<file path="config.mk">
export PLATFORM = sky130hd
export DESIGN_NAME = fifo_refill_sched_flat
export DESIGN_NICKNAME = d
export VERILOG_FILES = /design/src/rtl/fifo_refill_sched_if.sv /design/src/rtl/fifo_refill_sched.sv /design/src/flat_wrapper.sv
export SDC_FILE = /design/constraint.sdc
export NUM_CORES = 1
export LEC_CHECK = 0
export ABC_AREA = 1
export CORE_ASPECT_RATIO = 0.7
export CORE_MARGIN = 3
export CORE_UTILIZATION = 51
export DETAILED_ROUTE_END_ITERATION = 7
export PLACE_DENSITY_LB_ADDON = 0.2
export SLEW_MARGIN = 20
export SYNTH_ARGS = -nofsm -noshare
export SYNTH_HDL_FRONTEND = slang
export SYNTH_SLANG_ARGS = --single-unit
</file>
<file path="constraint.sdc">
create_clock -name clk -period 4.6 [get_ports clk]
set_clock_uncertainty 0.05 [all_clocks]
set_input_delay 1.15 -clock clk [delete_from_list [all_inputs] [get_ports clk]]
set_output_delay 1.15 -clock clk [all_outputs]
set_load 0.02 [all_outputs]
</file>
<file path="src/rtl/fifo_refill_sched_if.sv">
`default_nettype none
// ============================================================================
// Module   : fifo_refill_sched_if
// Brief    : Descriptor, RAM-read and FIFO-write bundle of the refill scheduler.
// Revision : 1.0 - initial release
// ============================================================================
interface fifo_refill_sched_if #(
  parameter int NCH    = 4,
  parameter int RAM_AW = 8,
  parameter int DW     = 24,
  parameter int FDW    = 4,
  parameter int BLKW   = 4
);
  logic                    enable;
  logic [NCH-1:0]          desc_valid;
  logic [NCH-1:0]          desc_ready;
  logic [NCH*RAM_AW-1:0]   desc_saddr;
  logic [NCH*RAM_AW-1:0]   desc_eaddr;
  logic [NCH-1:0]          desc_last;
  logic [NCH*(FDW+1)-1:0]  fifo_count;
  logic                    ren;
  logic [RAM_AW-1:0]       raddr;
  logic [RAM_AW-1:0]       rlength;
  logic                    dvalid;
  logic                    dlast;
  logic [DW-1:0]           dout;
  logic [NCH-1:0]          fifo_wrreq;
  logic [NCH*DW-1:0]       fifo_data;
  logic                    blk_done;
  logic [BLKW-1:0]         blk_ptr;
  logic                    err;

  modport slave (
    input  enable, desc_valid, desc_saddr, desc_eaddr, desc_last, fifo_count,
    input  dvalid, dlast, dout,
    output desc_ready, ren, raddr, rlength, fifo_wrreq, fifo_data,
    output blk_done, blk_ptr, err
  );

  modport master (
    output enable, desc_valid, desc_saddr, desc_eaddr, desc_last, fifo_count,
    output dvalid, dlast, dout,
    input  desc_ready, ren, raddr, rlength, fifo_wrreq, fifo_data,
    input  blk_done, blk_ptr, err
  );
endinterface
`default_nettype wire

</file>
<file path="src/rtl/fifo_refill_sched.sv">
`default_nettype none
// ============================================================================
// Module   : fifo_refill_sched
// Brief    : Schedules bounded RAM read bursts into per-channel FIFOs, with
//            round-robin fairness and an output-block barrier across channels.
// Revision : 1.0 - initial release
// ============================================================================
module fifo_refill_sched #(
  parameter int NCH       = 4,
  parameter int RAM_AW    = 8,
  parameter int DW        = 24,
  parameter int FDW       = 4,
  parameter int BURST_MAX = 8,
  parameter int BLKW      = 4
) (
  input  logic               clk,
  input  logic               rst_n,
  fifo_refill_sched_if.slave io_bus
);
  localparam int                GW     = (NCH > 1) ? $clog2(NCH) : 1;
  localparam int                CW     = FDW + 1;
  localparam logic [CW-1:0]     c_depth = CW'(2**FDW);
  localparam logic [CW-1:0]     c_half  = CW'(2**(FDW-1));
  localparam logic [RAM_AW-1:0] c_bmax  = RAM_AW'(BURST_MAX);

  typedef enum logic [1:0] {CH_EMPTY, CH_ACTIVE, CH_HOLD} ch_state_t;
  typedef enum logic [1:0] {S_IDLE, S_REQ, S_DATA} sched_state_t;

  ch_state_t          r_ch_state [NCH];
  logic [RAM_AW-1:0]  r_cur      [NCH];
  logic [RAM_AW-1:0]  r_end      [NCH];
  logic               r_last     [NCH];

  logic [RAM_AW-1:0]  w_remain   [NCH];
  logic [RAM_AW-1:0]  w_len      [NCH];
  logic [NCH-1:0]     w_cls_a;
  logic [NCH-1:0]     w_cls_b;
  logic [NCH-1:0]     w_cur_inc;
  logic [NCH-1:0]     w_sel;
  logic               w_all_hold;
  logic               w_gnt_vld;
  logic [GW-1:0]      w_gnt;
  logic [GW-1:0]      w_idx;
  logic [RAM_AW-1:0]  w_beat_nxt;
  logic [DW-1:0]      w_dout;

  sched_state_t       r_state;
  logic [GW-1:0]      r_gnt;
  logic [GW-1:0]      r_last_gnt;
  logic               r_ren;
  logic [RAM_AW-1:0]  r_raddr;
  logic [RAM_AW-1:0]  r_rlength;
  logic [RAM_AW-1:0]  r_beat;
  logic               r_err;
  logic               r_blk_done;
  logic [BLKW-1:0]    r_blk_ptr;

  for (genvar i = 0; i < NCH; i++) begin : g_ch
    logic [CW-1:0]     w_count;
    logic [CW-1:0]     w_free;
    logic [RAM_AW-1:0] w_rb;
    logic              w_elig;

    assign w_count     = io_bus.fifo_count[i*CW +: CW];
    assign w_free      = c_depth - w_count;
    // Modular difference keeps wrap-around address ranges legal.
    assign w_remain[i] = r_end[i] - r_cur[i];
    assign w_elig      = (r_ch_state[i] == CH_ACTIVE) && (w_remain[i] != '0)
                         && (w_count < c_depth);
    assign w_cls_a[i]  = w_elig && (w_count == '0);
    assign w_cls_b[i]  = w_elig && (w_count < c_half);
    assign w_rb        = (w_remain[i] < c_bmax) ? w_remain[i] : c_bmax;
    assign w_len[i]    = (32'(w_free) < 32'(w_rb)) ? RAM_AW'(w_free) : w_rb;

    assign w_cur_inc[i] = (r_state == S_DATA) && io_bus.dvalid && io_bus.dlast
                          && (r_gnt == GW'(i));

    assign io_bus.desc_ready[i] = (r_ch_state[i] == CH_EMPTY);
    assign io_bus.fifo_wrreq[i] = (r_state == S_DATA) && io_bus.dvalid
                                  && (r_gnt == GW'(i));

    always_ff @(posedge clk or negedge rst_n) begin
      if (!rst_n) begin
        r_ch_state[i] <= CH_EMPTY;
        r_cur[i]      <= '0;
        r_end[i]      <= '0;
        r_last[i]     <= 1'b0;
      end else if (w_all_hold) begin
        r_ch_state[i] <= CH_EMPTY;
      end else begin
        case (r_ch_state[i])
          CH_EMPTY: begin
            if (io_bus.desc_valid[i]) begin
              r_cur[i]      <= io_bus.desc_saddr[i*RAM_AW +: RAM_AW];
              r_end[i]      <= io_bus.desc_eaddr[i*RAM_AW +: RAM_AW];
              r_last[i]     <= io_bus.desc_last[i];
              r_ch_state[i] <= CH_ACTIVE;
            end
          end
          CH_ACTIVE: begin
            if (w_cur_inc[i]) begin
              r_cur[i] <= r_cur[i] + r_rlength;
            end else if (w_remain[i] == '0) begin
              r_ch_state[i] <= r_last[i] ? CH_HOLD : CH_EMPTY;
            end
          end
          default: ;
        endcase
      end
    end
  end

  always_comb begin
    w_all_hold = 1'b1;
    for (int k = 0; k < NCH; k++) begin
      if (r_ch_state[k] != CH_HOLD) w_all_hold = 1'b0;
    end
  end

  // Starving (empty) FIFOs pre-empt half-full ones; rotation starts after the
  // previous winner, so scanning from the far end leaves the nearest as winner.
  always_comb begin
    w_sel     = (|w_cls_a) ? w_cls_a : w_cls_b;
    w_gnt_vld = 1'b0;
    w_gnt     = r_last_gnt;
    w_idx     = '0;
    for (int k = NCH; k >= 1; k--) begin
      w_idx = r_last_gnt + GW'(k);
      if (w_sel[w_idx]) begin
        w_gnt     = w_idx;
        w_gnt_vld = 1'b1;
      end
    end
  end

  assign w_beat_nxt = r_beat + RAM_AW'(1);

  always_ff @(posedge clk or negedge rst_n) begin
    if (!rst_n) begin
      r_state    <= S_IDLE;
      r_ren      <= 1'b0;
      r_raddr    <= '0;
      r_rlength  <= '0;
      r_gnt      <= '0;
      r_last_gnt <= GW'(NCH - 1);
      r_beat     <= '0;
      r_err      <= 1'b0;
    end else begin
      r_ren <= 1'b0;
      if (io_bus.dvalid && (r_state != S_DATA)) r_err <= 1'b1;
      case (r_state)
        S_IDLE: begin
          if (io_bus.enable && w_gnt_vld) begin
            r_state    <= S_REQ;
            r_ren      <= 1'b1;
            r_gnt      <= w_gnt;
            r_last_gnt <= w_gnt;
            r_raddr    <= r_cur[w_gnt];
            r_rlength  <= w_len[w_gnt];
          end
        end
        S_REQ: begin
          r_state <= S_DATA;
          r_beat  <= '0;
        end
        S_DATA: begin
          if (io_bus.dvalid) begin
            r_beat <= w_beat_nxt;
            // dlast must coincide exactly with the final counted beat.
            if (io_bus.dlast != (w_beat_nxt == r_rlength)) r_err <= 1'b1;
            if (io_bus.dlast) r_state <= S_IDLE;
          end
        end
        default: r_state <= S_IDLE;
      endcase
    end
  end

  always_ff @(posedge clk or negedge rst_n) begin
    if (!rst_n) begin
      r_blk_done <= 1'b0;
      r_blk_ptr  <= '0;
    end else begin
      r_blk_done <= w_all_hold;
      if (w_all_hold) r_blk_ptr <= r_blk_ptr + BLKW'(1);
    end
  end

  assign w_dout           = io_bus.dout;
  assign io_bus.fifo_data = {NCH{w_dout}};
  assign io_bus.ren       = r_ren;
  assign io_bus.raddr     = r_raddr;
  assign io_bus.rlength   = r_rlength;
  assign io_bus.blk_done  = r_blk_done;
  assign io_bus.blk_ptr   = r_blk_ptr;
  assign io_bus.err       = r_err;
endmodule
`default_nettype wire

</file>
<file path="src/flat_wrapper.sv">
// flat-port wrapper written by rule: the top's interface ports become plain ports
module fifo_refill_sched_flat 
#(
  parameter int NCH       = 4,
  parameter int RAM_AW    = 8,
  parameter int DW        = 24,
  parameter int FDW       = 4,
  parameter int BURST_MAX = 8,
  parameter int BLKW      = 4
)
  (clk, rst_n, io_bus_enable, io_bus_desc_valid, io_bus_desc_saddr, io_bus_desc_eaddr, io_bus_desc_last, io_bus_fifo_count, io_bus_dvalid, io_bus_dlast, io_bus_dout, io_bus_desc_ready, io_bus_ren, io_bus_raddr, io_bus_rlength, io_bus_fifo_wrreq, io_bus_fifo_data, io_bus_blk_done, io_bus_blk_ptr, io_bus_err);
  fifo_refill_sched_if #(.NCH(NCH), .RAM_AW(RAM_AW), .DW(DW), .FDW(FDW), .BLKW(BLKW)) io_bus_i ();
  input  logic clk;
  input  logic rst_n;
  input wire logic [$bits(io_bus_i.enable)-1:0] io_bus_enable;
  input wire logic [$bits(io_bus_i.desc_valid)-1:0] io_bus_desc_valid;
  input wire logic [$bits(io_bus_i.desc_saddr)-1:0] io_bus_desc_saddr;
  input wire logic [$bits(io_bus_i.desc_eaddr)-1:0] io_bus_desc_eaddr;
  input wire logic [$bits(io_bus_i.desc_last)-1:0] io_bus_desc_last;
  input wire logic [$bits(io_bus_i.fifo_count)-1:0] io_bus_fifo_count;
  input wire logic [$bits(io_bus_i.dvalid)-1:0] io_bus_dvalid;
  input wire logic [$bits(io_bus_i.dlast)-1:0] io_bus_dlast;
  input wire logic [$bits(io_bus_i.dout)-1:0] io_bus_dout;
  output wire logic [$bits(io_bus_i.desc_ready)-1:0] io_bus_desc_ready;
  output wire logic [$bits(io_bus_i.ren)-1:0] io_bus_ren;
  output wire logic [$bits(io_bus_i.raddr)-1:0] io_bus_raddr;
  output wire logic [$bits(io_bus_i.rlength)-1:0] io_bus_rlength;
  output wire logic [$bits(io_bus_i.fifo_wrreq)-1:0] io_bus_fifo_wrreq;
  output wire logic [$bits(io_bus_i.fifo_data)-1:0] io_bus_fifo_data;
  output wire logic [$bits(io_bus_i.blk_done)-1:0] io_bus_blk_done;
  output wire logic [$bits(io_bus_i.blk_ptr)-1:0] io_bus_blk_ptr;
  output wire logic [$bits(io_bus_i.err)-1:0] io_bus_err;
  assign io_bus_i.enable = io_bus_enable;
  assign io_bus_i.desc_valid = io_bus_desc_valid;
  assign io_bus_i.desc_saddr = io_bus_desc_saddr;
  assign io_bus_i.desc_eaddr = io_bus_desc_eaddr;
  assign io_bus_i.desc_last = io_bus_desc_last;
  assign io_bus_i.fifo_count = io_bus_fifo_count;
  assign io_bus_i.dvalid = io_bus_dvalid;
  assign io_bus_i.dlast = io_bus_dlast;
  assign io_bus_i.dout = io_bus_dout;
  assign io_bus_desc_ready = io_bus_i.desc_ready;
  assign io_bus_ren = io_bus_i.ren;
  assign io_bus_raddr = io_bus_i.raddr;
  assign io_bus_rlength = io_bus_i.rlength;
  assign io_bus_fifo_wrreq = io_bus_i.fifo_wrreq;
  assign io_bus_fifo_data = io_bus_i.fifo_data;
  assign io_bus_blk_done = io_bus_i.blk_done;
  assign io_bus_blk_ptr = io_bus_i.blk_ptr;
  assign io_bus_err = io_bus_i.err;
  fifo_refill_sched #(.NCH(NCH), .RAM_AW(RAM_AW), .DW(DW), .FDW(FDW), .BURST_MAX(BURST_MAX), .BLKW(BLKW)) u_core (.clk(clk), .rst_n(rst_n), .io_bus(io_bus_i));
endmodule
</file>
After elaboration in Yosys (flattened, before gate mapping)
Cells that the tools add are included.
- flip-flop bits (word level): 113
- input port bits: 121
- logic and storage cells: 258
- output and inout bits: 127
- $add $sub $neg: 17
- reduce and logical (&&, ||, !) cells: 71
- bitwise logic cells: 2
- eq/ne operators: 39
- $lt $le $gt $ge: 21
- muxes and demuxes: 82
- operators with widths (kind ; count):
    2-to-1 mux 8 bit ; 21
    one-hot mux 8 bit (2 select lines) ; 5
    2-to-1 mux 2 bit ; 26
    adder 8 bit ; 4
    binary-select mux 8 bit (select 2 bit) ; 2
    logical NOT 8 bit ; 4
    less-than comparator 5 x 8 -> 1 bit ; 4
    less-than comparator 8 x 4 -> 1 bit (second input constant) ; 4
    AND reduction 4 bit ; 8
    nonzero test 8 bit ; 4
    subtractor 8 bit ; 4
    logical AND 1 bit ; 28
    inequality test 3 x 2 -> 1 bit (second input constant) ; 8
    inequality test 2 bit (second input constant) ; 11
    logical NOT 5 bit ; 4
    less-than comparator 5 x 4 -> 1 bit (second input constant) ; 4
    less-than comparator 5 bit (second input constant) ; 4
    subtractor 5 bit (first input constant) ; 4
    2-to-1 mux 1 bit ; 18
    one-hot mux 2 bit (2 select lines) ; 4
    AND reduction 3 bit ; 5
    == test 2 x 1 -> 1 bit (second input constant) ; 6
    logical NOT 2 bit ; 6
    less-than comparator 2 x 3 -> 1 bit (second input constant) ; 4
    19 further kinds ; 40

Longest topological paths before layout
- word-level depth: 16
- depth in mapped cells: 31
- gate-level depth less buffers: 30

Worst setup path after synthesis
OpenSTA, ideal clock, no wires.
- kind: input to register
- start point: in io_bus_fifo_count[10]
- end point: reg u_core.r_rlength[2] (netlist: u_core.io_bus.rlength[2])
- slack: 1208 ps
- setup time: 117 ps
- stages on the path: 22
- path buffers: 1
- arrival: 3225 ps
- data required time: 4433 ps
- cells stage by stage: inv_1 > ha_1 > nand2_1 > nor2_1 > ha_1 > a211oi_2 > nand3_2 > nand2_1 > nor2_4 > a21boi_1 > nand2_1 > nand3_1 > nand2_2 > nand2_4 > nand3_4 > nand2_4 > buf_6 > nand2_1 > nand3_1 > nand2_1 > nand2_1 > nand2_1
- longest elaborated chain between the ends: 14
- elaborated cells on any way between the ends: 32
- classes of those cells: add/sub: 1; order compare: 3; mux: 20; bitwise: 1; reduce/logical: 7
- RTL lines (what ; line ; text):
    from (decl) ; flat_wrapper.sv:20 ; input wire logic [$bits(io_bus_i.fifo_count)-1:0] io_bus_fifo_count;
    less-than comparator 5 bit ; fifo_refill_sched.sv:69 ; && (w_count < c_depth);
    logical AND 1 bit ; fifo_refill_sched.sv:69 ;
    logical AND 1 bit ; fifo_refill_sched.sv:70 ; assign w_cls_a[i] = w_elig && (w_count == '0);
    OR reduction 4 bit ; fifo_refill_sched.sv:123 ; w_sel = (|w_cls_a) ? w_cls_a : w_cls_b;
    2-to-1 mux 4 bit ; fifo_refill_sched.sv:123 ;
    binary-select mux 1 bit (select 2 bit) ; fifo_refill_sched.sv:129 ; if (w_sel[w_idx]) begin
    2-to-1 mux 1 bit (not written as such) ; fifo_refill_sched.sv:129 ;
    2-to-1 mux 2 bit (3 in series) ; fifo_refill_sched.sv:129 ;
    NOT 2 -> 3 bit (not written as such) ; fifo_refill_sched.sv:159 ; r_rlength <= w_len[w_gnt];
    binary-select mux 8 bit (select 2 bit) ; fifo_refill_sched.sv:159 ;
    2-to-1 mux 8 bit (not written as such) (2 in series) ; fifo_refill_sched.sv:159 ;
    to (signal assigned) ; fifo_refill_sched.sv:159 ;
    to (decl) ; fifo_refill_sched.sv:52 ; logic [RAM_AW-1:0] r_rlength;
Parallel ways exist; a longest one is shown, timed or not. The select of a mux whose other input is x is not followed.
A chain may end at the register's enable or synchronous reset.

Final worst setup path
- start point: in io_bus_dvalid
- end point: out io_bus_fifo_wrreq[0]
- longest elaborated chain between the ends: 2
- RTL lines (what ; line ; text):
    from (decl) ; flat_wrapper.sv:21 ; input wire logic [$bits(io_bus_i.dvalid)-1:0] io_bus_dvalid;
    logical AND 1 bit ; fifo_refill_sched.sv:79 ; assign io_bus.fifo_wrreq[i] = (r_state == S_DATA) && io_bus.dvalid
    logical AND 1 bit ; fifo_refill_sched.sv:80 ; && (r_gnt == GW'(i));
    to (decl) ; flat_wrapper.sv:28 ; output wire logic [$bits(io_bus_i.fifo_wrreq)-1:0] io_bus_fifo_wrreq;
No other way between the ends.

==> impl_metrics.py <==
metrics = {
    "status": {
        "outcome": "finished, final reports clean",
    },
    "layout": {
        "final_cells": 1737,
        "layout.nets": 1675,
        "area_growth_pct": 14.96,
        "insertedDiodeCount": 0,
        "drive_gt1_share_pct": 6.789,
        "layout_common_cells": "nand2_1, inv_1, clkdlybuf4s50_1",
        "final_common_cell": "nand2_1",
    },
    "placed_design": {
        "place.gp.congestion": 0.9528,
        "hpwl_um": 20790,
        "place_inst": 1705,
        "portBuffers": 127,
    },
    "critical_path": {
        "worst_path_max_delay_cell": "clkdlybuf4s50_1",
        "critPathRequiredTime_ns": 3.40,
        "cp-start-kind": "primary input",
        "cp_num_buf_inv": 2,
        "cp.arrival_ns": 3.04,
        "reg2regPathDepth": 26,
        "end_kind": "primary output",
        "r2r_end": "u_core.io_bus.raddr[3]",
        "r2r_setup_slack_ns": 0.62,
        "startpoint": "io_bus_dvalid",
        "worstPathCellList": "clkdlybuf4s50_1, nand2_1, nor3_1, clkdlybuf4s50_1",
        "critPathTopFamily": "buffers and inverters",
        "r2r_start": "u_core.r_cur[24]",
        "cp_max_fo": 4,
        "crit_cells": 4,
        "path_common_cell": "clkdlybuf4s50_1",
        "crit_type": "in -> out",
        "slowest_delay_ns": 0.70,
    },
    "cts": {
        "clock_path_buffers": 2,
        "clock_sinks": 113,
        "htreeDepth": 4,
        "clk_latency_ns": 0.43,
        "cts_resized": 0,
        "cts_root_buffer": "clkbuf_16",
        "cts_buffers": 17,
        "postCtsSetupBuffers": 0,
        "clkSlewWorstSetupHoldPaths_ns": 0.06,
        "cts-hold-fix-buffers": 0,
        "cts_tree": "built",
    },
    "floorplanning": {
        "die_h_um": 123.4,
        "die_x_um": 173.7,
        "die_area_um2": 21440,
        "pin_count": 248,
        "start_util_pct": 52.51,
        "core_um2": 19130,
        "rows": 42,
    },
    "route": {
        "vias": 9030,
        "ant_nets": 0,
        "viasPerCell": 5.199,
        "wire_per_inst_um": 15.35,
        "drt_iter0_markers": 639,
        "dr_wl_met2_um": 11110,
        "wl_met1_um": 13150,
        "top_layer": "met5",
        "drt-total-wl_um": 26670,
        "wl_met3_um": 1958,
        "drcViolationCount": 0,
        "first_pass_iters": 5,
    },
    "timing": {
        "fin_crit_ns": 4.243,
        "rsz0062_at_grt": "no",
        "finalHoldViolCount": 0,
        "fmax_mhz": 235.7,
        "setup_violations": 0,
        "min_period_over_period_pct": 92.25,
        "fin_setup_tns_ns": 0,
        "slew_violations": 0,
        "tightest_slew_ns": 0.9210,
        "relSlewSlack_pct": 38.60,
    },
    "grt": {
        "overflow": 0,
        "antenna_found_initial": 1,
        "grt_max_degree": 68,
        "grt_pass1_vias": 8339,
        "grt_pass1_wl_um": 42560,
        "grt_use_total_pct": 25.31,
    },
    "worst_hold_path": {
        "hold_path_class": "reg -> reg",
        "min_from": "u_core.io_bus.err",
        "min_to": "u_core.io_bus.err",
        "hold_depth": 2,
    },
    "logic_synthesis": {
        "avgSynthCellArea_um2": 7.073,
        "synthTopCellsByArea": "dfrtp_1, nand2_1, ha_1",
        "synth_cell_types": 49,
        "ys_seq_area_share_pct": 28.18,
        "synth_area_um2": 10040,
        "synthArstFlopShare_pct": 100.0,
        "ys.warnings.count": 0,
        "synthCells": 1420,
        "synth_edf_count": 0,
        "synth_top_area_share_pct": 27.66,
        "synth_seq_cells": 113,
        "synth_top_cell_by_area": "dfrtp_1",
        "synth_ff_type": "dfrtp_1",
    },
    "pwr": {
        "ir_drop_v": 0.0003421,
        "leakage_nw": 5.978,
        "power.density_nw_per_um2": 540.9,
    },
    "job": {
        "maxCapViolations": 0,
    },
}
==> report_power, final <==
group,internal [mW],total (mW),leakage [nW],switching (mW)
logic,1.23,3.40,4.32,2.17
registers,1.19,1.43,1.36,0.237
clock network,0.874,1.41,0.295,0.538
total,3.30,6.25,5.98,2.94
==> routing by layer <==
metal  GRT usage [%]  vias up
li1                -     4555
met1           36.47     4153
met2           37.73      289
met3           6.599       31
met4           6.727        2
met5               0        -
==> synth_stat cells (all sizes together), types with 2 or more instances <==
cell and n:
nand2 370, buf 109, nor2 108, xnor2 19, or2 13, a31oi 4
dfstp 2, o22ai 11, a21oi 44, a21o 2, dfrtp 111, fa 8
nand4 12, nor4 4, o21ai 82, o211ai 14, clkbuf 15, mux2 13
a211oi 5, nor3 12, o221ai 6, nand3 119, xor2 26, inv 211
ha 86, nand3b 6, o31ai 2
==> stage by stage <==
| step | hold slack (ns) | utilization, % | setup WS [ns] | area (um2) | power, mW |
|---|---|---|---|---|---|
| floorplan | 0.3992 | - | 1.208 | 10050 | 3.979 |
| global placement | 0.3973 | 57.12 | 0.2049 | 10930 | 4.703 |
| detailed placement | 0.4196 | 57.12 | 0.1740 | 10930 | 4.769 |
| CTS | 0.4358 | 60.36 | 0.4216 | 11550 | 6.204 |
| global route | 0.4496 | 60.36 | 0.1966 | 11550 | 6.783 |
| finish | 0.4236 | 60.36 | 0.3567 | 11550 | 6.246 |
==> registers in the layout, summed over array words and instances, names as in the netlist, 4 cells and up <==
register,flops
u_core.io_bus.rlength,8
u_core.r_cur,32
u_core.r_ch_state,8
u_core.io_bus.raddr,8
u_core.io_bus.blk_ptr,4
u_core.r_end,32
u_core.r_beat,8
u_core.r_last,4
==> worst register-to-register path, delay by kind of cell, from the launching register on <==
family        cells  cell delay, ns
flops             1            0.42
simple gates     23            2.71
fa+ha+maj         2            0.63
buf+inv           1            0.07
==> worst max path at each step <==
stage                                           to  slack, ns
after floorplan           u_core.io_bus.rlength[2]       1.21
after global placement      u_core.io_bus.raddr[3]       0.20
after detailed placement  u_core.io_bus.rlength[0]       0.17
after CTS                     io_bus_fifo_wrreq[0]       0.42
after global routing        u_core.io_bus.raddr[3]       0.20
final                         io_bus_fifo_wrreq[0]       0.36
==> area by class of cell <==
| class | count | area [um2] |
|---|---|---|
| fillers | 1818 | 7582 |
| flip-flops and latches | 113 | 2830 |
| well taps | 264 | 330.3 |
| multi-input cells | 975 | 5579 |
| clock buffers | 18 | 439.2 |
| repair buffers | 142 | 1394 |
| inverters | 211 | 792.0 |
| clock inverters | 14 | 181.4 |
==> cell families (layout without fill, tap and decap cells) <==
logic type / count (synthesis) / count (layout) / synth area share [%]
xor+xnor: 45 / 45 / 3.924
buf+inv: 335 / 385 / 16.38
simple gates: 646 / 646 / 27.93
compound gates: 173 / 173 / 9.779
other cells: 1 / 4 / 0.03734
fa+ha+maj: 94 / 94 / 12.31
flops: 113 / 113 / 28.18
mux: 13 / 13 / 1.458
Note: power is estimated with default switching activity, not from simulation.
